$ cat src/rtl/pipeline_fifo_buffer_monitored.sv
// Ready/valid FIFO with a registered output word, optional circular overwrite,
// registered fill-level/almost flags, synchronous flush and a saturating drop counter.
module pipeline_fifo_buffer_monitored #(
    parameter int    WORD_WIDTH         = 8,
    parameter int    DEPTH              = 5,
    parameter string RAMSTYLE           = "",
    parameter int    CIRCULAR_BUFFER    = 0,
    parameter int    ALMOST_FULL_LEVEL  = DEPTH,
    parameter int    ALMOST_EMPTY_LEVEL = 1,
    parameter int    DROP_COUNT_WIDTH   = 16,
    localparam int   FILL_WIDTH         = $clog2(DEPTH + 2)
) (
    input  logic                        clock,
    input  logic                        clear_n,
    input  logic                        flush,
    input  logic                        input_valid,
    output logic                        input_ready,
    input  logic [WORD_WIDTH-1:0]       input_data,
    output logic                        output_valid,
    input  logic                        output_ready,
    output logic [WORD_WIDTH-1:0]       output_data,
    output logic [FILL_WIDTH-1:0]       fill_level,
    output logic                        almost_full,
    output logic                        almost_empty,
    output logic [DROP_COUNT_WIDTH-1:0] dropped_count
);

    localparam int                    ADDR_WIDTH = (DEPTH > 1) ? $clog2(DEPTH) : 1;
    localparam logic [ADDR_WIDTH-1:0] LAST_ADDR  = ADDR_WIDTH'(DEPTH - 1);
    localparam logic [31:0]           AF_LEVEL   = ALMOST_FULL_LEVEL;
    localparam logic [31:0]           AE_LEVEL   = ALMOST_EMPTY_LEVEL;
    localparam bit                    CIRCULAR   = (CIRCULAR_BUFFER != 0);

    (* ramstyle = RAMSTYLE *)
    logic [WORD_WIDTH-1:0] mem [DEPTH];

    logic [ADDR_WIDTH-1:0] wr_addr;
    logic [ADDR_WIDTH-1:0] rd_addr;
    logic                  wr_wrap;
    logic                  rd_wrap;
    logic                  mem_full;
    logic                  mem_empty;
    logic                  insert;
    logic                  remove_normal;
    logic                  remove_circular;
    logic                  drop;
    logic                  load;
    logic                  read_en;
    logic [FILL_WIDTH-1:0] fill_next;

    always_comb begin
        mem_full        = (wr_addr == rd_addr) && (wr_wrap != rd_wrap);
        mem_empty       = (wr_addr == rd_addr) && (wr_wrap == rd_wrap);
        input_ready     = (!mem_full || CIRCULAR) && !flush;
        insert          = input_valid && input_ready;
        remove_normal   = output_valid && output_ready;
        remove_circular = CIRCULAR && mem_full && insert;
        // an overwritten word that was on display and not taken is a loss
        drop            = remove_circular && output_valid && !output_ready;
        load            = remove_normal || remove_circular || (!output_valid && !mem_empty);
        read_en         = load && !mem_empty && !flush;
        fill_next       = fill_level + FILL_WIDTH'(insert)
                          - FILL_WIDTH'(remove_normal) - FILL_WIDTH'(drop);
    end

    always_ff @(posedge clock or negedge clear_n) begin
        if (!clear_n) begin
            wr_addr <= '0;
            rd_addr <= '0;
            wr_wrap <= 1'b0;
            rd_wrap <= 1'b0;
        end else if (flush) begin
            wr_addr <= '0;
            rd_addr <= '0;
            wr_wrap <= 1'b0;
            rd_wrap <= 1'b0;
        end else begin
            if (insert) begin
                if (wr_addr == LAST_ADDR) begin
                    wr_addr <= '0;
                    wr_wrap <= ~wr_wrap;
                end else begin
                    wr_addr <= wr_addr + 1'b1;
                end
            end
            if (read_en) begin
                if (rd_addr == LAST_ADDR) begin
                    rd_addr <= '0;
                    rd_wrap <= ~rd_wrap;
                end else begin
                    rd_addr <= rd_addr + 1'b1;
                end
            end
        end
    end

    always_ff @(posedge clock or negedge clear_n) begin
        if (!clear_n) begin
            output_valid  <= 1'b0;
            fill_level    <= '0;
            almost_full   <= 1'b0;
            almost_empty  <= 1'b1;
            dropped_count <= '0;
        end else if (flush) begin
            output_valid <= 1'b0;
            fill_level   <= '0;
            almost_full  <= (AF_LEVEL == 32'd0);
            almost_empty <= 1'b1;
        end else begin
            if (load) begin
                output_valid <= !mem_empty;
            end
            fill_level   <= fill_next;
            almost_full  <= (32'(fill_next) >= AF_LEVEL);
            almost_empty <= (32'(fill_next) <= AE_LEVEL);
            if (drop && !(&dropped_count)) begin
                dropped_count <= dropped_count + 1'b1;
            end
        end
    end

    // read-before-write: a circular overwrite of the slot being read still yields the old word
    always_ff @(posedge clock) begin
        if (insert) begin
            mem[wr_addr] <= input_data;
        end
        if (read_en) begin
            output_data <= mem[rd_addr];
        end
    end

endmodule

$ cat config.mk
export PLATFORM = sky130hd
export DESIGN_NAME = pipeline_fifo_buffer_monitored
export DESIGN_NICKNAME = d
export VERILOG_FILES = /design/src/rtl/pipeline_fifo_buffer_monitored.sv
export SDC_FILE = /design/constraint.sdc
export NUM_CORES = 1
export LEC_CHECK = 0
export ABC_AREA = 1
export BUFFER_PORTS_ARGS = -buffer_cell sky130_fd_sc_hd__buf_2
export CORE_MARGIN = 8
export CORE_UTILIZATION = 44
export CTS_CLUSTER_DIAMETER = 50
export DETAILED_ROUTE_END_ITERATION = 6
export HOLD_SLACK_MARGIN = 0.02
export MAX_ROUTING_LAYER = met4
export PLACE_DENSITY = 0.67
export SYNTH_ARGS = -nofsm -noshare
export SYNTH_HDL_FRONTEND = slang
export SYNTH_SLANG_ARGS = --single-unit
$ cat constraint.sdc
create_clock -name clock -period 5.54 [get_ports clock]
set_clock_uncertainty 0.1 [all_clocks]
set_input_delay 1.662 -clock clock [delete_from_list [all_inputs] [get_ports clock]]
set_output_delay 1.662 -clock clock [all_outputs]
set_load 0.02 [all_outputs]
# == Yosys cells after proc, flatten, opt, wreduce, memory -nomap -nowiden ==
# Memory sizes are Yosys's and may differ from the RTL's. A register that Yosys moved wholly into a read port is not among the register bits.
# Index checks and enable logic that the tools add are counted.
# word_totals
ramBits,40
mem_count,1
inputBits,13
elab_cells,61
out_inout_bits,31
ff_bits,14
# mem_list
memory,depth,width,rd,rd_ports_with_merged_regs,write_ports,line,source
mem,5,8,1,1,1,35,logic [WORD_WIDTH-1:0] mem [DEPTH];
# op_classes
eq_ne,5
n_reduce_logical,20
magnitude_cmp,2
bitwise_logic,2
addsub,4
muxes,19
# ops
op,n
$mux 3,7
$mux 1,12
$reduce_bool 2->1,5
$logic_and 1x1->1,8
$add 3x1->3 const B,2
$eq 3x3->1 const B,2
$logic_not 1->1,4
$reduce_and 2->1,2
$add 3x1->3,1
$eq 3x3->1,1
$ge 3x3->1 const B,1
$le 3x1->1 const B,1
$sub 3x1->3,1
$not 1->1,2
$eq 1x1->1,1
$logic_or 1x1->1,1
$ne 1x1->1,1

# == Logic depth before layout (Yosys ltp) ==
# Gate-level depths: netlist of the first run.
# depth
word_depth,9
ltp_mapped,15
ltp_nobuf,14

# == Worst setup path after synthesis of the first run ==
# OpenSTA, ideal clock, no wires.
# synth_timing
path_type,input to output
from,input port flush
to,output port input_ready
slack_ns,1.620
n_path_buf,1
required_ns,3.778
stages,4
arrival_time_ns,2.158
cell_sequence,buf_2 -> inv_2 -> nand2_1 -> inv_1
# synth_via
elab_chain_cells,2
# synth_lines
item,line,source
from (decl),15,"input logic flush,"
$logic_not 1->1,54,input_ready = (!mem_full || CIRCULAR) && !flush;
$logic_and 1x1->1,54,
to (decl),17,"output logic input_ready,"
# Every way passes these cells.

# == Worst setup path in the final report of the first run ==
# Ends and elaborated chain as after synthesis.

==> impl_metrics.env, run 1 <==
export IMPL_multi_input_area_sq_um=845
export IMPL_finalCriticalPeriod_ns=4.01
export IMPL_fmax_ghz=0.249
export IMPL_seqPwrFrac_pct=44.6
export IMPL_critPathKind="input pin to output pin"
export IMPL_cts_buffers_inserted=9
export IMPL_rrSetupSlack_ns=2.57
export IMPL_nNetsFinal=304
export IMPL_min_path_type="register to register"
export IMPL_p_sw_share_pct=35.3
export IMPL_final_cells=366
export IMPL_cts_root_buf="clkbuf_8"
export IMPL_cp_end_kind="output pin"
export IMPL_synth_cell_type_count=33
export IMPL_cap_violations=0
export IMPL_tightest_slew_ns=0.736
export IMPL_detail_route_iter0_violations=133
export IMPL_synth_warnings=0
export IMPL_synth_edf_count=48
export IMPL_dp_final_hpwl_mm=3.52
export IMPL_die_w_microns=96.2
export IMPL_cp_arrival_ns=2.25
export IMPL_drc=0
export IMPL_fillers=577
export IMPL_cp_required_ns=3.78
export IMPL_grt_overflow=0
export IMPL_path_cells="buf_2 > inv_2 > nand2_1 > inv_1 > buf_2"
export IMPL_hold_viol_final=0
export IMPL_whs_ns=0.456
export IMPL_synth_top_area_share_pct=50.9
export IMPL_fp_row_count=29
export IMPL_dpl_cell_area_sq_mm=0.00298
export IMPL_reg2reg_from="rd_addr[0]"
export IMPL_holdPathEnd="wr_wrap"
export IMPL_p_per_area_mw_per_mm2=450
export IMPL_first_pass_iters=4
export IMPL_clock_path_buffers=2
export IMPL_place_gp_congestion=0.829
export IMPL_fp_coreArea_sq_mm=0.00628
export IMPL_start_kind="input pin"
export IMPL_avgRoutedWirePerCell_microns=14.6
export IMPL_critPathMostFrequentCell="buf_2"
export IMPL_clockPowerShare_pct=27.4
export IMPL_cts_tree="built"
export IMPL_yosys_area_top_type="edfxtp_1"
export IMPL_design_area_sq_mm=0.00318
export IMPL_via_per_inst=4.80
export IMPL_rsz0062_at_grt="false"
export IMPL_die_y_microns=96.2
export IMPL_post_cts_setup_buffers=0
export IMPL_cts_hold_buffers=0
export IMPL_p_leak_nw=1.33
export IMPL_regArea_sq_mm=0.00179
export IMPL_status="finished clean"
export IMPL_final_core_util_pct=50.6
export IMPL_ctsHtreeMaxLevel=3
export IMPL_async_reset_ff_share_pct=22.6
export IMPL_grt_total_usage_pct=13.2
export IMPL_yosysSeqAreaShare_pct=63.3
export IMPL_antenna_found_initial=0
export IMPL_slew_headroom_pct=51.0
export IMPL_cts_resized=0
export IMPL_synth_top_flop_cell="edfxtp_1"
export IMPL_grt_pass1_wl_mm=8.60
export IMPL_drive_gt1_share_pct=22.8
export IMPL_grt_pass1_vias=1747
export IMPL_p_int_mw=0.925
export IMPL_finalSetupTns_ns=0
export IMPL_rr_worst_depth=13
export IMPL_drv_slew=0
export IMPL_dp_cells=350
export IMPL_setup_viol=0
export IMPL_critPathMaxFanout=9
export IMPL_vias=1756
export IMPL_grt_max_degree=21
export IMPL_startpoint="flush"
export IMPL_hold_depth=2
export IMPL_pwr_share_comb_pct=27.9
export IMPL_clk_latency_ns=0.34
export IMPL_hp_start="wr_wrap"
export IMPL_synth_cells=251
export IMPL_initial_core_util_pct=45.1
export IMPL_area_delta_synth_final_pct=12.2
export IMPL_syn_area_per_cell_sq_um=11.3
export IMPL_port_buffers=27
export IMPL_design_die_area_sq_mm=0.00926
export IMPL_clock_sinks=62
export IMPL_diodes=0
export IMPL_routed_wl_mm=5.34
export IMPL_ys_seq_elements=62
export IMPL_period_share_pct=72.4
export IMPL_clkTransAtPathRegs_ns=0.07
export IMPL_max_stage_delay_ns=0.20
export IMPL_cp_slowest_cell="buf_2"
export IMPL_reg2reg_to="almost_full"
export IMPL_synthTopCellsByArea="edfxtp_1 51%, dfrtp_1 11%, nor2_1 6.2%"
export IMPL_peakVddDrop_mv=0.252
export IMPL_syn_cell_area_sq_mm=0.00283
export IMPL_ios=44
export IMPL_power_switching_mw=0.504
export IMPL_drtAntennaViolNets=0
## sequential cells by signal, indices dropped and copies added (netlist names)
name	cells
wr_wrap	1
fill_level	3
almost_full	1
rd_wrap	1
almost_empty	1
output_data	8
rd_addr	3
wr_addr	3
mem	40
output_valid	1
## placed cells by master, fill, tap and decap left out, drive strengths merged
master	n
clkinv	2
clkbuf	9
dfrtp	13
nand4	3
nor2	51
fa	1
clkinvlp	3
nand2	34
xor2	2
conb	16
a31oi	9
bufinv	1
ha	6
nor3	3
edfxtp	48
or2	1
o21ai	20
buf	29
a21oi	2
dfstp	1
xnor2	2
inv	26
nand3	7
## cell families after synthesis
family | Yosys count | synth area share (%)
xor gates and xnor gates | 4 | 1.50
adders and majority gates | 7 | 3.36
other | 1 | 0.132
DFF | 62 | 63.3
AOI/OAI and AO/OA | 31 | 6.01
and+or+nand+nor | 99 | 16.8
buffers and inverters | 47 | 8.84
## synth_stat cells (2+ instances only)
| cell type | instances |
|---|---|
| nand4_4 | 2 |
| nor2_2 | 3 |
| nor3_1 | 3 |
| inv_1 | 19 |
| xor2_1 | 2 |
| buf_2 | 3 |
| nand2_2 | 4 |
| edfxtp_1 | 48 |
| nand3_1 | 6 |
| nand2_4 | 2 |
| o21ai_1 | 5 |
| buf_4 | 16 |
| clkbuf_1 | 2 |
| nand2_1 | 28 |
| nor2_1 | 47 |
| ha_1 | 6 |
| dfrtp_1 | 13 |
| inv_2 | 5 |
| o21ai_0 | 15 |
| a31oi_1 | 9 |
## worst max-delay path by stage
stage	to	cells after the start	slack, ns
after floorplan	input_ready	4	1.62
after global placement	input_ready	5	1.52
after detailed placement	input_ready	5	1.52
after CTS	input_ready	5	1.52
after global routing	input_ready	5	1.48
final	input_ready	5	1.53
## power by group through the flow
| stage | sequential, mW | clock, mW | combinational [mW] |
|---|---|---|---|
| 2_1_floorplan | 0.671 | 0 | 0.278 |
| 3_3_place_gp | 0.645 | 0 | 0.398 |
| 3_5_place_dp | 0.648 | 0 | 0.404 |
| 4_1_cts | 0.639 | 0.402 | 0.407 |
| 5_1_grt | 0.649 | 0.418 | 0.447 |
| 6_report | 0.638 | 0.392 | 0.400 |
## per-layer routing
metal  vias up  track usage, %  share of wire [%]
li1        874               -                  -
met1       820            14.6                 43
met2        52            20.9                 48
met3        10            3.59                6.2
met4         0            8.19                2.3
met5         -               -                  0
## per-stage QoR
step / power (mW) / setup slack (ns)
6_report: 1.43 / 1.53
2_1_floorplan: 0.949 / 1.62
3_5_place_dp: 1.05 / 1.52
3_3_place_gp: 1.04 / 1.52
5_1_grt: 1.51 / 1.48
4_1_cts: 1.45 / 1.52
## layout make-up
cell class,count,share of cell area [%]
inverter,25,3.03
clock buffer,9,3.90
timing repair buffer,29,4.72
sequential,62,56.4
multi-input combinational,157,26.6
clock inverter,7,2.32
tap,77,3.03
## worst max-delay path: cells and delay by family
family | cells | cell delay, ns
buffers and inverters | 4 | 0.49
AND/OR/NAND/NOR | 1 | 0.08
No activity file was read; power rests on OpenSTA's default activity.
==> run 2: changes to the inputs <==
- PLACE_DENSITY: 0.67 -> 0.7
- clock period: 5.54 -> 3.5 ns (I/O delays scaled with it)
==> run 2 against run 1 <==
Effect of this change: die area stayed put; non-clock buffer count rose by 1; combinational power rose by 62%; register-to-register slack worse by 1.7 ns; via count increased by 2.6%; wire length fell by 0.77%; global-route usage shrank 0.34 points; critical path depth grew 2.
==> impl_metrics.env, run 2 (synthesis results as in run 1) <==
export IMPL_tightest_slew_ns=0.543
export IMPL_grt_overflow=0
export IMPL_die_y_microns=96.2
export IMPL_finalSetupTns_ns=0
export IMPL_pwr_share_comb_pct=28.9
export IMPL_wl_met2_mm=2.52
export IMPL_grt_max_degree=20
export IMPL_power_switching_mw=0.783
export IMPL_status="finished clean"
export IMPL_detail_route_iter0_violations=140
export IMPL_vias=1801
export IMPL_clk_latency_ns=0.34
export IMPL_hold_viol_final=0
export IMPL_total_power_mw=2.25
export IMPL_min_path_type="register to register"
export IMPL_critPathKind="register to output pin"
export IMPL_fp_coreArea_sq_mm=0.00628
export IMPL_first_pass_iters=4
export IMPL_top_register="mem"
export IMPL_cp_end_kind="output pin"
export IMPL_clkTransAtPathRegs_ns=0.07
export IMPL_grt_total_usage_pct=12.9
export IMPL_place_gp_congestion=0.809
export IMPL_top_layer="met4"
export IMPL_initial_core_util_pct=45.1
export IMPL_antenna_found_initial=0
export IMPL_reg_largest_list="mem x40, output_data x8"
export IMPL_dp_slack_ns=0.542
export IMPL_seqPwrFrac_pct=44.4
export IMPL_drc=0
export IMPL_setup_viol=0
export IMPL_reg2reg_from="rd_addr[0]"
export IMPL_avgRoutedWirePerCell_microns=14.4
export IMPL_fillers=558
export IMPL_routed_wl_mm=5.30
export IMPL_rrSetupSlack_ns=0.89
export IMPL_drv_slew=0
export IMPL_grt_pass1_vias=1753
export IMPL_port_buffers=27
export IMPL_grt_pass1_wl_mm=8.42
export IMPL_post_cts_setup_buffers=0
export IMPL_p_sw_share_pct=34.9
export IMPL_cp_arrival_ns=1.71
export IMPL_area_delta_synth_final_pct=12.2
export IMPL_wl_met1_mm=2.31
export IMPL_peakVddDrop_mv=0.377
export IMPL_finalCriticalPeriod_ns=2.86
export IMPL_regArea_sq_mm=0.00179
export IMPL_crit_end="input_ready"
export IMPL_start_kind="register"
export IMPL_p_int_mw=1.46
export IMPL_p_leak_nw=1.34
export IMPL_cap_violations=0
export IMPL_p_per_area_mw_per_mm2=707
export IMPL_largest_register_ffs=40
export IMPL_layout_setup_ws_ns=0.642
export IMPL_dp_final_hpwl_mm=3.57
export IMPL_ctsHtreeMaxLevel=3
export IMPL_cts_hold_buffers=0
export IMPL_fmax_ghz=0.350
export IMPL_rr_worst_depth=14
export IMPL_multi_input_area_sq_um=845
export IMPL_slew_headroom_pct=63.8
export IMPL_clock_sinks=62
export IMPL_dp_cells=351
export IMPL_startpoint="rd_addr[0]"
export IMPL_critPathMaxFanout=19
export IMPL_cts_resized=0
export IMPL_rsz0062_at_grt="false"
export IMPL_cp_required_ns=2.35
export IMPL_layout_common_cells="48 x edfxtp_1, 47 x nor2_1, 28 x nand2_1, 27 x buf_2, 19 x inv_1"
export IMPL_layout_commonest_cell="edfxtp_1"
export IMPL_clock_path_buffers=2
export IMPL_cts_root_buf="clkbuf_8"
export IMPL_diodes=0
export IMPL_final_cells=367
export IMPL_via_per_inst=4.91
export IMPL_drive_gt1_share_pct=22.8
export IMPL_fp_row_count=29
export IMPL_die_w_microns=96.2
export IMPL_nNetsFinal=305
export IMPL_period_share_pct=81.6
export IMPL_wl_met3_microns=377
export IMPL_ios=44
export IMPL_clockPowerShare_pct=26.7
export IMPL_cts_buffers_inserted=9
export IMPL_design_die_area_sq_mm=0.00926
export IMPL_drtAntennaViolNets=0
export IMPL_reg2reg_to="almost_empty"
export IMPL_cts_tree="built"
==> run 2: worst min-delay path by stage <==
stage	cells past startpoint	slack, ns	start	end
after floorplan	2	0.39	wr_wrap	wr_wrap
after global placement	2	0.43	wr_wrap	wr_wrap
after detailed placement	2	0.45	wr_wrap	wr_wrap
after CTS	2	0.47	wr_wrap	wr_wrap
after global routing	2	0.49	wr_wrap	wr_wrap
final	2	0.47	wr_wrap	wr_wrap
==> run 2: layer usage <==
metal,up-vias,track usage (%)
met5,-,-
met4,0,7.55
met3,9,3.82
met2,58,20.0
met1,853,14.5
li1,881,-
==> run 2: final cells by class <==
type,instances,area share (%)
sequential,62,56.4
multi-input combinational,157,26.6
timing repair buffer,30,4.96
clock buffer,9,3.90
inverter,25,3.03
tap,77,3.03
clock inverter,7,2.05
==> run 2: through the flow <==
step | hold slack [ns] | instance area [sq um] | util, %
final | 0.465 | 3180 | 50.6
after global placement | 0.433 | 2990 | 47.6
after CTS | 0.466 | 3180 | 50.6
after global routing | 0.492 | 3180 | 50.6
after floorplan | 0.386 | 2890 | -
after detailed placement | 0.448 | 2990 | 47.6
==> run 2: worst max-delay path, cell delays in order, from the launching register on <==
cell     delay, ns
dfrtp_1       0.51
inv_4         0.23
nand2_1       0.09
nand2_2       0.12
nand4_4       0.14
nand2_1       0.09
inv_1         0.03
buf_2         0.15
==> run 2: power by group through the flow <==
stage                     Sequential (mW)  Clock (mW)  Combinational, mW
after floorplan                      1.06           0              0.440
after global placement               1.01           0              0.638
after detailed placement             1.02           0              0.652
after CTS                            1.00       0.609              0.657
after global routing                 1.01       0.637              0.719
final                               0.998       0.599              0.649
==> run 3: changes to the inputs <==
- ABC_AREA: 1 -> 0
- PLACE_DENSITY: 0.7 -> 0.68
- clock period: 3.5 -> 2.99 ns (I/O delays scaled with it)
==> run 3 against run 2 <==
Effect of this change: utilization up 1.8 points; non-clock buffer count up 6; sequential power is 9% higher; total power is 11% higher; first-iteration DRC count down 32%; register-to-register slack worse by 0.53 ns; wire length is 13% lower; clock power up 15%; setup slack worse by 0.29 ns; clock-buffer cell count is the same.
==> impl_metrics.env, run 3 <==
export IMPL_top_register="mem"
export IMPL_async_reset_ff_share_pct=22.6
export IMPL_die_y_microns=94.7
export IMPL_power_switching_mw=0.753
export IMPL_nNetsFinal=230
export IMPL_critPathKind="register to output pin"
export IMPL_fp_row_count=28
export IMPL_start_kind="register"
export IMPL_yosysSeqAreaShare_pct=65.8
export IMPL_syn_cell_area_sq_mm=0.00273
export IMPL_synth_edf_count=48
export IMPL_min_path_type="input pin to asynchronous set/reset pin"
export IMPL_max_stage_delay_ns=0.42
export IMPL_port_buffers=27
export IMPL_fmax_ghz=0.379
export IMPL_cts_hold_buffers=0
export IMPL_synth_common_cells="48 x edfxtp_1, 17 x buf_4, 13 x dfrtp_1, 10 x nor2_1, 9 x mux2_2"
export IMPL_synth_most_common_cell="edfxtp_1"
export IMPL_initial_core_util_pct=45.8
export IMPL_cp_end_kind="output pin"
export IMPL_synth_warnings=0
export IMPL_syn_area_per_cell_sq_um=16.1
export IMPL_grt_max_degree=19
export IMPL_reg_largest_list="mem x40, output_data x8"
export IMPL_finalCriticalPeriod_ns=2.64
export IMPL_routed_wl_mm=4.60
export IMPL_cts_buffers_inserted=9
export IMPL_avgRoutedWirePerCell_microns=15.9
export IMPL_synthTopCellsByArea="edfxtp_1 53%, dfrtp_1 12%, mux4_2 6.6%"
export IMPL_rsz0062_at_grt="false"
export IMPL_p_leak_nw=1.22
export IMPL_die_w_microns=94.7
export IMPL_synth_top_flop_cell="edfxtp_1"
export IMPL_yosys_area_top_type="edfxtp_1"
export IMPL_path_cells="xor2_1 > buf_4 > nor3_1 > a21oi_1 > buf_2"
export IMPL_ios=44
export IMPL_fillers=517
export IMPL_cp_slowest_cell="dfrtp_1"
export IMPL_clkTransAtPathRegs_ns=0.06
export IMPL_cts_root_buf="clkbuf_8"
export IMPL_synth_top_area_share_pct=52.9
export IMPL_grt_total_usage_pct=11.7
export IMPL_ys_seq_elements=62
export IMPL_clock_path_buffers=2
export IMPL_finalSetupTns_ns=0
export IMPL_via_per_inst=4.88
export IMPL_layout_commonest_cell="edfxtp_1"
export IMPL_hold_viol_final=0
export IMPL_p_sw_share_pct=30.1
export IMPL_ctsHtreeMaxLevel=3
export IMPL_drv_slew=0
export IMPL_dp_slack_ns=0.216
export IMPL_grt_pass1_wl_mm=7.48
export IMPL_peakVddDrop_mv=0.280
export IMPL_vias=1416
export IMPL_clk_latency_ns=0.33
export IMPL_design_die_area_sq_mm=0.00897
export IMPL_grt_overflow=0
export IMPL_first_pass_iters=4
export IMPL_total_power_mw=2.50
export IMPL_post_cts_setup_buffers=0
export IMPL_diodes=0
export IMPL_cp_arrival_ns=1.64
export IMPL_grt_pass1_vias=1477
export IMPL_p_int_mw=1.75
export IMPL_dp_final_hpwl_mm=3.25
export IMPL_drtAntennaViolNets=0
export IMPL_drc=0
export IMPL_synth_cell_type_count=33
export IMPL_layout_common_cells="48 x edfxtp_1, 27 x buf_2, 16 x conb_1, 13 x dfrtp_1, 10 x nor2_1"
export IMPL_cts_resized=0
export IMPL_area_delta_synth_final_pct=14.6
export IMPL_p_per_area_mw_per_mm2=802
export IMPL_antenna_found_initial=0
export IMPL_detail_route_iter0_violations=95
export IMPL_largest_register_ffs=40
export IMPL_setup_viol=0
export IMPL_cts_tree="built"
export IMPL_period_share_pct=88.3
export IMPL_status="finished clean"
export IMPL_layout_setup_ws_ns=0.351
export IMPL_critPathMaxFanout=5
export IMPL_cp_required_ns=1.99
export IMPL_seqPwrFrac_pct=43.6
export IMPL_pwr_share_comb_pct=28.9
export IMPL_clockPowerShare_pct=27.5
export IMPL_fp_coreArea_sq_mm=0.00596
export IMPL_synth_cells=169
export IMPL_place_gp_congestion=0.694
export IMPL_clock_sinks=62
export IMPL_cap_violations=0
export IMPL_drive_gt1_share_pct=34.0
## run 3: final cells by class
| cell class | count | area [sq um] | area share [%] |
|---|---|---|---|
| Clock buffer | 9 | 124 | 3.97 |
| Clock inverter | 7 | 63.8 | 2.04 |
| Inverter | 6 | 22.5 | 0.721 |
| Multi-Input combinational cell | 95 | 822 | 26.3 |
| Sequential cell | 62 | 1790 | 57.4 |
| Tap cell | 75 | 93.8 | 3.01 |
| Timing Repair Buffer | 36 | 203 | 6.49 |
## run 3: path summary, 6_finish.rpt
path / start / endpoint / slack (ns) / cells after the start
max in group asynchronous: clear_n / almost_empty / 2.15 / 1
worst max register to register: wr_addr[2] / almost_empty / 0.36 / 11
min in group clock: mem[4][3] / output_data[3] / 0.45 / 1
worst min register to register: mem[4][3] / output_data[3] / 0.45 / 1
worst min-delay path: clear_n / almost_full / 0.36 / 1
worst max-delay path: wr_addr[0] / input_ready / 0.35 / 5
## run 3: cells by family (layout without fill, tap and decap cells)
| group | count (synthesis) | after routing | share of synthesized area (%) |
|---|---|---|---|
| flops | 62 | 62 | 65.8 |
| simple gates | 33 | 33 | 6.70 |
| buf+inv | 27 | 58 | 6.11 |
| mux | 18 | 18 | 10.7 |
| compound gates | 14 | 14 | 4.27 |
| fa+ha+maj | 7 | 7 | 3.49 |
| xor+xnor | 7 | 7 | 2.80 |
| other cells | 1 | 16 | 0.138 |
## run 3: layer usage
metal | GRT usage, % | wire length [microns] | up-vias
met2 | 17.9 | 2400 | 29
met1 | 13.7 | 1900 | 705
li1 | - | - | 675
met3 | 3.65 | 221 | 7
met4 | 5.85 | 78 | 0
met5 | - | 0 | -
## run 3: worst max-delay path, delay by kind of cell (launching register included)
family          cells  cell delay, ns
simple gates        1            0.06
compound gates      1            0.15
flops               1            0.42
buf+inv             2            0.36
xor+xnor            1            0.32
## run 3: stage by stage
step                      hold slack, ns  area (sq um)  util (%)  std cells
after floorplan                    0.423          2780         -        184
after global placement             0.427          2930      49.3        274
after detailed placement           0.436          2930      49.3        274
after CTS                          0.352          3120      52.4        290
after global routing               0.358          3120      52.4        290
final                              0.356          3120      52.4        290
## run 3: power by group through the flow
stage	clock, mW	combinational [mW]	sequential [mW]
2_1_floorplan	0	0.466	1.19
3_5_place_dp	0	0.736	1.11
4_1_cts	0.712	0.737	1.09
3_3_place_gp	0	0.713	1.11
6_report	0.689	0.723	1.09
5_1_grt	0.742	0.795	1.11
